`src/rtl/pwm_audio_out.sv`:
```
// PWM audio output stage.
// Buffers signed 16-bit samples in a small FIFO, converts each one to an
// offset-binary duty word and drives a single-bit PWM stream whose period is
// 2^PWM_BITS counter ticks, one tick every CLK_DIV clocks.
//
// state  | meaning
// -------+------------------------------------------------------------
// S_IDLE | amplifier shut down, PWM counter parked, FIFO still accepts
// S_RUN  | amplifier released, PWM running, FIFO popped per period
module pwm_audio_out #(
  parameter int PWM_BITS   = 8,
  parameter int CLK_DIV    = 4,
  parameter int FIFO_DEPTH = 4
) (
  input  logic                          clk,
  input  logic                          rst_n,
  input  logic                          enable,
  input  logic [15:0]                   sample_in,
  input  logic                          sample_valid,
  output logic                          sample_ready,
  input  logic                          underrun_clr,
  output logic                          pwm_out,
  output logic                          audio_sd,
  output logic                          underrun,
  output logic [$clog2(FIFO_DEPTH):0]   fifo_level
);

  localparam int AW = $clog2(FIFO_DEPTH);
  localparam int LW = AW + 1;
  localparam int DW = (CLK_DIV > 1) ? $clog2(CLK_DIV) : 1;

  localparam logic [DW-1:0]       DIV_LAST  = DW'(CLK_DIV - 1);
  localparam logic [DW-1:0]       DIV_ONE   = DW'(1);
  localparam logic [PWM_BITS-1:0] CNT_MAX   = {PWM_BITS{1'b1}};
  localparam logic [PWM_BITS-1:0] CNT_ONE   = PWM_BITS'(1);
  localparam logic [PWM_BITS-1:0] DUTY_MID  = {1'b1, {(PWM_BITS-1){1'b0}}};
  localparam logic [AW-1:0]       PTR_ONE   = AW'(1);
  localparam logic [LW-1:0]       LVL_ONE   = LW'(1);
  localparam logic [LW-1:0]       LVL_FULL  = LW'(FIFO_DEPTH);
  localparam logic [LW-1:0]       LVL_EMPTY = '0;

  typedef enum logic {
    S_IDLE = 1'b0,
    S_RUN  = 1'b1
  } state_t;

  state_t              state_q, state_d;
  logic [DW-1:0]       div_q, div_d;
  logic [PWM_BITS-1:0] cnt_q, cnt_d;
  logic [PWM_BITS-1:0] duty_q, duty_d;
  logic [AW-1:0]       wr_ptr_q, wr_ptr_d;
  logic [AW-1:0]       rd_ptr_q, rd_ptr_d;
  logic [LW-1:0]       level_q, level_d;
  logic                underrun_q, underrun_d;
  logic                pwm_q, pwm_d;
  logic [PWM_BITS-1:0] mem_q [FIFO_DEPTH];

  logic                running;
  logic                tick;
  logic                boundary;
  logic                push;
  logic                pop;
  logic                underrun_set;
  logic [15:0]         sample_off;
  logic [PWM_BITS-1:0] duty_in;

  // Samples are stored already converted to offset-binary duty words.
  assign sample_off = sample_in ^ 16'h8000;
  assign duty_in    = sample_off[15 -: PWM_BITS];

  // Ready depends on the registered level only, never on this cycle's pop,
  // so a full FIFO stalls the source until the pop has been committed.
  assign sample_ready = (level_q < LVL_FULL);
  assign push         = sample_valid && sample_ready;

  // The PWM only advances while RUN is held; the cycle enable drops is
  // already treated as idle so a coinciding boundary is abandoned.
  assign running      = (state_q == S_RUN) && enable;
  assign tick         = running && (div_q == DIV_LAST);
  assign boundary     = tick && (cnt_q == CNT_MAX);
  assign pop          = boundary && (level_q != LVL_EMPTY);
  assign underrun_set = boundary && (level_q == LVL_EMPTY);

  // State register.
  always_ff @(posedge clk or negedge rst_n) begin
    if (!rst_n) begin
      state_q <= S_IDLE;
    end else begin
      state_q <= state_d;
    end
  end

  // Next-state logic: enable alone selects the mode every cycle.
  always_comb begin
    state_d = state_q;
    case (state_q)
      S_IDLE:  if (enable)  state_d = S_RUN;
      S_RUN:   if (!enable) state_d = S_IDLE;
      default: state_d = S_IDLE;
    endcase
  end

  // Tick divider and PWM counter, parked whenever the PWM is not running.
  always_comb begin
    div_d = '0;
    cnt_d = CNT_MAX;
    if (running) begin
      cnt_d = cnt_q;
      if (tick) begin
        div_d = '0;
        cnt_d = cnt_q + CNT_ONE;
      end else begin
        div_d = div_q + DIV_ONE;
      end
    end
  end

  // Duty reload at each period boundary: FIFO head or midscale on underrun.
  always_comb begin
    duty_d = duty_q;
    if (pop) begin
      duty_d = mem_q[rd_ptr_q];
    end else if (underrun_set) begin
      duty_d = DUTY_MID;
    end
  end

  // FIFO pointers and occupancy; push and pop in one cycle cancel out.
  always_comb begin
    wr_ptr_d = wr_ptr_q;
    rd_ptr_d = rd_ptr_q;
    level_d  = level_q;
    if (push) begin
      wr_ptr_d = wr_ptr_q + PTR_ONE;
    end
    if (pop) begin
      rd_ptr_d = rd_ptr_q + PTR_ONE;
    end
    if (push && !pop) begin
      level_d = level_q + LVL_ONE;
    end else if (pop && !push) begin
      level_d = level_q - LVL_ONE;
    end
  end

  // Sticky underrun flag; a new underrun wins over a coinciding clear.
  always_comb begin
    underrun_d = underrun_q;
    if (underrun_set) begin
      underrun_d = 1'b1;
    end else if (underrun_clr) begin
      underrun_d = 1'b0;
    end
  end

  // Compare against next-cycle counter and duty so pwm_out lines up with the
  // period boundary instead of trailing it by one clock.
  always_comb begin
    pwm_d = (state_d == S_RUN) && (cnt_d < duty_d);
  end

  // Datapath registers.
  always_ff @(posedge clk or negedge rst_n) begin
    if (!rst_n) begin
      div_q      <= '0;
      cnt_q      <= CNT_MAX;
      duty_q     <= DUTY_MID;
      wr_ptr_q   <= '0;
      rd_ptr_q   <= '0;
      level_q    <= '0;
      underrun_q <= 1'b0;
      pwm_q      <= 1'b0;
    end else begin
      div_q      <= div_d;
      cnt_q      <= cnt_d;
      duty_q     <= duty_d;
      wr_ptr_q   <= wr_ptr_d;
      rd_ptr_q   <= rd_ptr_d;
      level_q    <= level_d;
      underrun_q <= underrun_d;
      pwm_q      <= pwm_d;
    end
  end

  // Sample storage; contents are don't-care once the level says empty.
  always_ff @(posedge clk) begin
    if (push) begin
      mem_q[wr_ptr_q] <= duty_in;
    end
  end

  assign pwm_out    = pwm_q;
  assign audio_sd   = (state_q == S_RUN);
  assign underrun   = underrun_q;
  assign fifo_level = level_q;

endmodule

```
`config.mk`:
```
export PLATFORM = sky130hd
export DESIGN_NAME = pwm_audio_out
export DESIGN_NICKNAME = d
export VERILOG_FILES = /design/src/rtl/pwm_audio_out.sv
export SDC_FILE = /design/constraint.sdc
export NUM_CORES = 1
export LEC_CHECK = 0
export CORE_ASPECT_RATIO = 1.75
export CORE_MARGIN = 1.5
export CORE_UTILIZATION = 58
export DETAILED_ROUTE_END_ITERATION = 8
export DONT_BUFFER_PORTS = 1
export PLACE_DENSITY_LB_ADDON = 0.12
export SLEW_MARGIN = 10
export SYNTH_ARGS = -nofsm -noshare
export SYNTH_HDL_FRONTEND = slang
export SYNTH_SLANG_ARGS = --single-unit
```
`constraint.sdc`:
```
create_clock -name clk -period 2.99 [get_ports clk]
set_input_delay 0.598 -clock clk [delete_from_list [all_inputs] [get_ports clk]]
set_output_delay 0.598 -clock clk [all_outputs]
set_load 0.01 [all_outputs]
```
* After elaboration in Yosys (flattened, before gate mapping)
Memories as Yosys holds them, arrays and structs flattened. Cells that the tools add are included.
Storage, ports and cells: input port bits 21, output and inout port bits 7, word-level logic and storage cells 49, memory bits (writable) 32, memories 1, ROM bits 0, latch bits 0, flip-flop bits (word level) 28
Memory list:
- mem_q | depth 4, bits a word 8, rd ports 1, clocked after Yosys merged registers in 0, write ports 1, RTL line 56 | logic [PWM_BITS-1:0] mem_q [FIFO_DEPTH];
Operators by class: shift operators 0, equality and inequality tests 2, bitwise operators 1, muxes and demuxes 13, div/mod/pow operators 0, reduce and logical (&&, ||, !) cells 15, add/subtract/negate cells 6, multiply operators 0, magnitude comparators 2
Operators by type and width (number):
- $mux W8 | 4
- $logic_and A1 B1 Y1 | 9
- $add A8 B1 Y8 const B | 1
- $eq A8 B8 Y1 const B | 1
- $lt A8 B8 Y1 | 1
- $add A2 B1 Y2 const B | 3
- $mux W3 | 2
- $mux W1 | 5
- $mux W2 | 2
- $reduce_bool A2 Y1 | 2
- $add A3 B1 Y3 const B | 1
- $logic_not A3 Y1 | 1
- $lt A3 B3 Y1 const B | 1
- $reduce_bool A3 Y1 | 1
- $sub A3 B1 Y3 const B | 1
- $eq A2 B2 Y1 const B | 1
- $logic_not A1 Y1 | 2
- $not A1 Y1 | 1

* Logic depth before layout (Yosys ltp)
word-level depth 8, gate-level depth with buffers 12, mapped depth without buffers 10

* Worst setup path after synthesis
OpenSTA, ideal clock, no wires.
kind register to register, start point register cnt_q[0], end point register pwm_q, in the netlist pwm_out, data arrival time 2.537 ns, data required time 2.926 ns, slack 0.389 ns, clock period less this slack 2.601 ns, setup time 0.064 ns, cell stages (with the launch flop) 12, path buffers 1, cell sequence dfstp_2 > ha_1 > nand4_4 > or3_1 > buf_6 > a22o_2 > inv_1 > ha_1 > a211o_1 > o211ai_1 > and3b_1 > a21o_1
On the way: word-level cells in the longest chain between the ends 7, elaborated cells on any way between the ends 11, classes of those cells 1 x add/sub; 1 x order compare; 1 x eq/ne; 4 x mux; 4 x reduce/logical
RTL lines:
- start, declared | RTL line 49 | logic [PWM_BITS-1:0] cnt_q, cnt_d;
- start signal, assigned | RTL line 175 | cnt_q <= cnt_d;
- $eq A8 B8 Y1 (*) | RTL line 80 | assign boundary = tick && (cnt_q == CNT_MAX);
- $logic_and A1 B1 Y1 (*) | RTL line 80
- $logic_and A1 B1 Y1 | RTL line 82 | assign underrun_set = boundary && (level_q == LVL_EMPTY);
- $mux W8 | RTL line 123 | end else if (underrun_set) begin
- $mux W8 (*) | RTL line 121 | if (pop) begin
- named net duty_d[3] | RTL line 50 | logic [PWM_BITS-1:0] duty_q, duty_d;
- $lt A8 B8 Y1 (*) | RTL line 159 | pwm_d = (state_d == S_RUN) && (cnt_d < duty_d);
- $logic_and A1 B1 Y1 (*) | RTL line 159
- named net pwm_d | RTL line 55 | logic pwm_q, pwm_d;
- end signal, assigned | RTL line 181 | pwm_q <= pwm_d;
- end, declared | RTL line 55
Mark *: on every way through the listed nets, which the timed path passes. The rest lies on a longest branch. A chain may end at the register's enable or synchronous reset.

* Worst setup path after layout
Same ends and word-level chain as after synthesis.

==> run summary <==
The top cell type's share of synthesized area is 36.1%. The total count of max-transition violations in the final report is 0. The max capacitance violation total came out at 0.

The signal on the critical path passes through ha_1, nand4_4, or3_1, a22o_2, inv_1, ha_1, a211o_1, o211ai_1, and3b_1, a21o_1. The number of enable-type register cells in the synthesized netlist came out at 32. The detailed router's first-iteration violation count came out at 18. The overflow left after global routing is 0. The initial antenna violation count is 0. In this run the worst setup path begins at cnt_q[0]$_DFF_PN1_. The capture instance of the worst register-to-register path is pwm_out$_DFF_PN0_. Clock tree synthesis inserted a total of 9 buffers.

The final setup violation count came out at 0. The routed wire length came out at 4550 um. The flop and latch count out of synthesis came out at 60. The post-route setup TNS is 0 ns. The via count of the first global-routing pass is 1616. The count of buffers inserted at the top-level ports is 0. The leakage component of the power came out at 1.15 nW. The worst reg-to-reg path cell count came out at 10. For this run, the leading register cell type out of synthesis is sky130_fd_sc_hd__edfxtp_1.

The residual antenna-violating net count after detailed routing came out at 0. The setup path with the least slack is of type register to register. The worst hold slack is 0.0978 ns. The count of different cell masters after synthesis came out at 43. The data required time at the worst endpoint came out at 3.27 ns.

In this run the power density over the cells is 736 nW/um^2. The first global-routing pass estimated 7290 um of wire. The clock latency at the later pin of the worst-skew pair is 0.34 ns.

The worst setup path is captured at a register. The number of warnings issued by yosys is 0. The cell count after synthesis is 177. The clock tree from TritonCTS is yes. The clock root buffer master is sky130_fd_sc_hd__clkbuf_8. The x dimension of the die is 54.2 um. The net count of the mapped netlist is 213.

The worst register-to-register path begins at cnt_q[0]$_DFF_PN1_. The clock transition at the registers of the reported paths is 0.07 ns. Using the TritonRoute via totals, the vias-per-cell ratio works out to 5.86. The endpoint arrival time on the critical path came out at 3.15 ns. Once layout is complete, the utilization of the core stands at 66.8%. In this run the vertical extent of the chip is 92.7 um.

The standard-cell row count is 32. The worst path buffer plus inverter count came out at 1. Timing would allow up to 0.348 GHz. The largest vdd supply drop came out at 0.589 mV. By count the netlist is led by sky130_fd_sc_hd__edfxtp_1 (32), sky130_fd_sc_hd__dfrtp_1 (19), sky130_fd_sc_hd__ha_1 (14), sky130_fd_sc_hd__inv_1 (14), sky130_fd_sc_hd__nand2_1 (10). The number of remaining DRC errors is 0. The growth of design area from synthesis to finish is 10.5%. The final critical delay including setup and external delays is 2.87 ns. The transition time at the pin with the least slew margin is 0.941 ns. The deepest level of the CTS H-tree is 3.

The initial core utilization came out at 60.5%. Setup repair after global routing left no endpoint under its margin. Routability-driven placement finished with a final weighted congestion of 0.715.

The synthesized design spends more area on one cell type than any other, namely sky130_fd_sc_hd__edfxtp_1. The hold violation count in the final report came out at 0. The post-DP HPWL came out at 3250 um. On the critical path the largest part of the delay comes from simple AND/OR/NAND/NOR gates. The area of the die came out at 5030 sq um. In this run the post-CTS setup repair buffer count came out at 0. The first-pass iteration count of the detailed router is 4. The number of top-level pins came out at 28.

By area the synthesized netlist is led by sky130_fd_sc_hd__edfxtp_1 (36%), sky130_fd_sc_hd__dfrtp_1 (18%), sky130_fd_sc_hd__dfstp_2 (8.9%), sky130_fd_sc_hd__mux4_2 (6.8%), sky130_fd_sc_hd__ha_1 (6.6%). The most numerous cell type found on the critical path is sky130_fd_sc_hd__ha_1. The largest fanout on the critical path is 8. The number of nets in the layout is 222. The fraction of final layout cells with drive strength greater than 1 is 24.1%. The critical path crosses 10 cells after its start point. The final period utilization is 96.0%. The core outline area came out at 4400 sq um. The sequential share of the synthesized area is 62.8%. The maximum number of pins on one net before global-route repair is 20. The post-synthesis async set-or-reset flop share came out at 46.7%.

The tree built by TritonCTS fans out to 60 sinks. After synthesis the cells add up to 2670 sq um. The antenna diode instance count is 0. In this run, post-CTS repair resized a total of 0 instances.

The headroom to the max-slew limit is 37.1%. The average cell area after synthesis came out at 15.1 sq um. Once placement finished, the instance area stood at 2720 sq um. The run finished with clean final reports. The filler cell count came out at 325.

The maximum single-stage delay on the critical path came out at 0.56 ns. Detailed routing inserted a total of 1418 vias. The reg-to-reg setup timing slack came out at 0.12 ns. Dividing the detail-routed wire length by the instance count gives 18.8 um. Between clock sinks in the finished design, the worst skew comes to 0.00476 ns. Across every metal layer, demand over resource in global routing totals 21.7%. The kind of start point of the critical path is a register. The post-route cell area is 2940 sq um. The worst min-delay path class is input pin to async pin. The maximum number of buffers from clock root to sink came out at 2. The most common cell in the synthesized netlist is sky130_fd_sc_hd__edfxtp_1. The slowest library cell on the worst path is sky130_fd_sc_hd__dfstp_2.
[sequential cells by signal (all words and copies together), names as in the netlist]
name,cells
audio_sd,1
cnt_q,8
div_q,2
duty_q,8
fifo_level,3
mem_q,32
pwm_out,1
rd_ptr_q,2
underrun,1
wr_ptr_q,2
[kinds of logic after synthesis]
family / after synthesis / share of synthesized area [%]
AO/OA/AOI/OAI: 22 / 6.20
adder cells (fa/ha/maj): 15 / 7.32
flip-flops: 60 / 62.8
buffers and inverters: 20 / 3.19
multiplexers: 10 / 7.56
AND/OR/NAND/NOR: 39 / 9.34
XOR/XNOR: 11 / 3.61
[worst reg2reg max path, cell delays in order, from the launching register on]
cell and delay [ns]:
sky130_fd_sc_hd__dfstp_2 0.56, sky130_fd_sc_hd__ha_1 0.23, sky130_fd_sc_hd__nand4_4 0.16, sky130_fd_sc_hd__or3_1 0.53, sky130_fd_sc_hd__a22o_2 0.33, sky130_fd_sc_hd__inv_1 0.05, sky130_fd_sc_hd__ha_1 0.23, sky130_fd_sc_hd__a211o_1 0.30
sky130_fd_sc_hd__o211ai_1 0.12, sky130_fd_sc_hd__and3b_1 0.19, sky130_fd_sc_hd__a21o_1 0.12
[timing repair]
action	CTS	global route
hold buffers	1	0
endpoints found under the hold margin	19	0
endpoints found under the setup margin	0	0
[metal layers]
| metal | vias to the layer above | GRT usage (%) | wire length [um] |
|---|---|---|---|
| met1 | 705 | 20.6 | 1670 |
| met5 | - | 0 | 0 |
| li1 | 668 | - | - |
| met4 | 0 | 12.1 | 131 |
| met3 | 11 | 7.26 | 164 |
| met2 | 34 | 38.1 | 2590 |
[report_power, final]
| group | switching, mW | total [mW] | internal (mW) | leakage, nW |
|---|---|---|---|---|
| clock network | 0.317 | 0.782 | 0.465 | 0.109 |
| logic | 0.163 | 0.307 | 0.143 | 0.412 |
| registers | 0.0854 | 1.08 | 0.991 | 0.634 |
| total | 0.566 | 2.17 | 1.60 | 1.15 |
[final cells by class]
type / instances / area [sq um] / area share (%)
well taps: 51 / 63.8 / 2.17
clock inverters: 7 / 91.3 / 3.10
repair buffers: 4 / 32.5 / 1.10
flip-flops and latches: 60 / 1670 / 56.8
inverters: 14 / 52.6 / 1.78
multi-input cells: 97 / 907 / 30.8
clock buffers: 9 / 124 / 4.21
[layout by cell type, fill, tap and decap left out, types with 4 or more instances in the layout]
cell,Yosys,final
sky130_fd_sc_hd__xor2_1,4,4
sky130_fd_sc_hd__dfrtp_1,19,19
sky130_fd_sc_hd__edfxtp_1,32,32
sky130_fd_sc_hd__ha_1,14,14
sky130_fd_sc_hd__mux4_2,8,8
sky130_fd_sc_hd__and2_1,4,4
sky130_fd_sc_hd__nand2_1,10,10
sky130_fd_sc_hd__xnor2_1,7,7
sky130_fd_sc_hd__dfstp_2,9,9
sky130_fd_sc_hd__clkbuf_8,0,9
sky130_fd_sc_hd__inv_1,14,14
sky130_fd_sc_hd__nor3_1,5,5
[through the flow]
stage	setup WS, ns	std cells	power [mW]
after global placement	0.186	225	1.37
after floorplan	0.389	177	1.32
final	0.119	242	2.17
after CTS	0.0947	242	2.20
after global routing	0.00604	242	2.27
after detailed placement	0.113	225	1.40
[worst max-delay path by stage]
stage                        endpoint  slack, ns
floorplan           pwm_out$_DFF_PN0_       0.39
global placement    pwm_out$_DFF_PN0_       0.19
detailed placement  pwm_out$_DFF_PN0_       0.11
CTS                 pwm_out$_DFF_PN0_       0.09
global route        pwm_out$_DFF_PN0_      0.006
finish              pwm_out$_DFF_PN0_       0.12
Note: power is estimated with default switching activity, not from simulation.
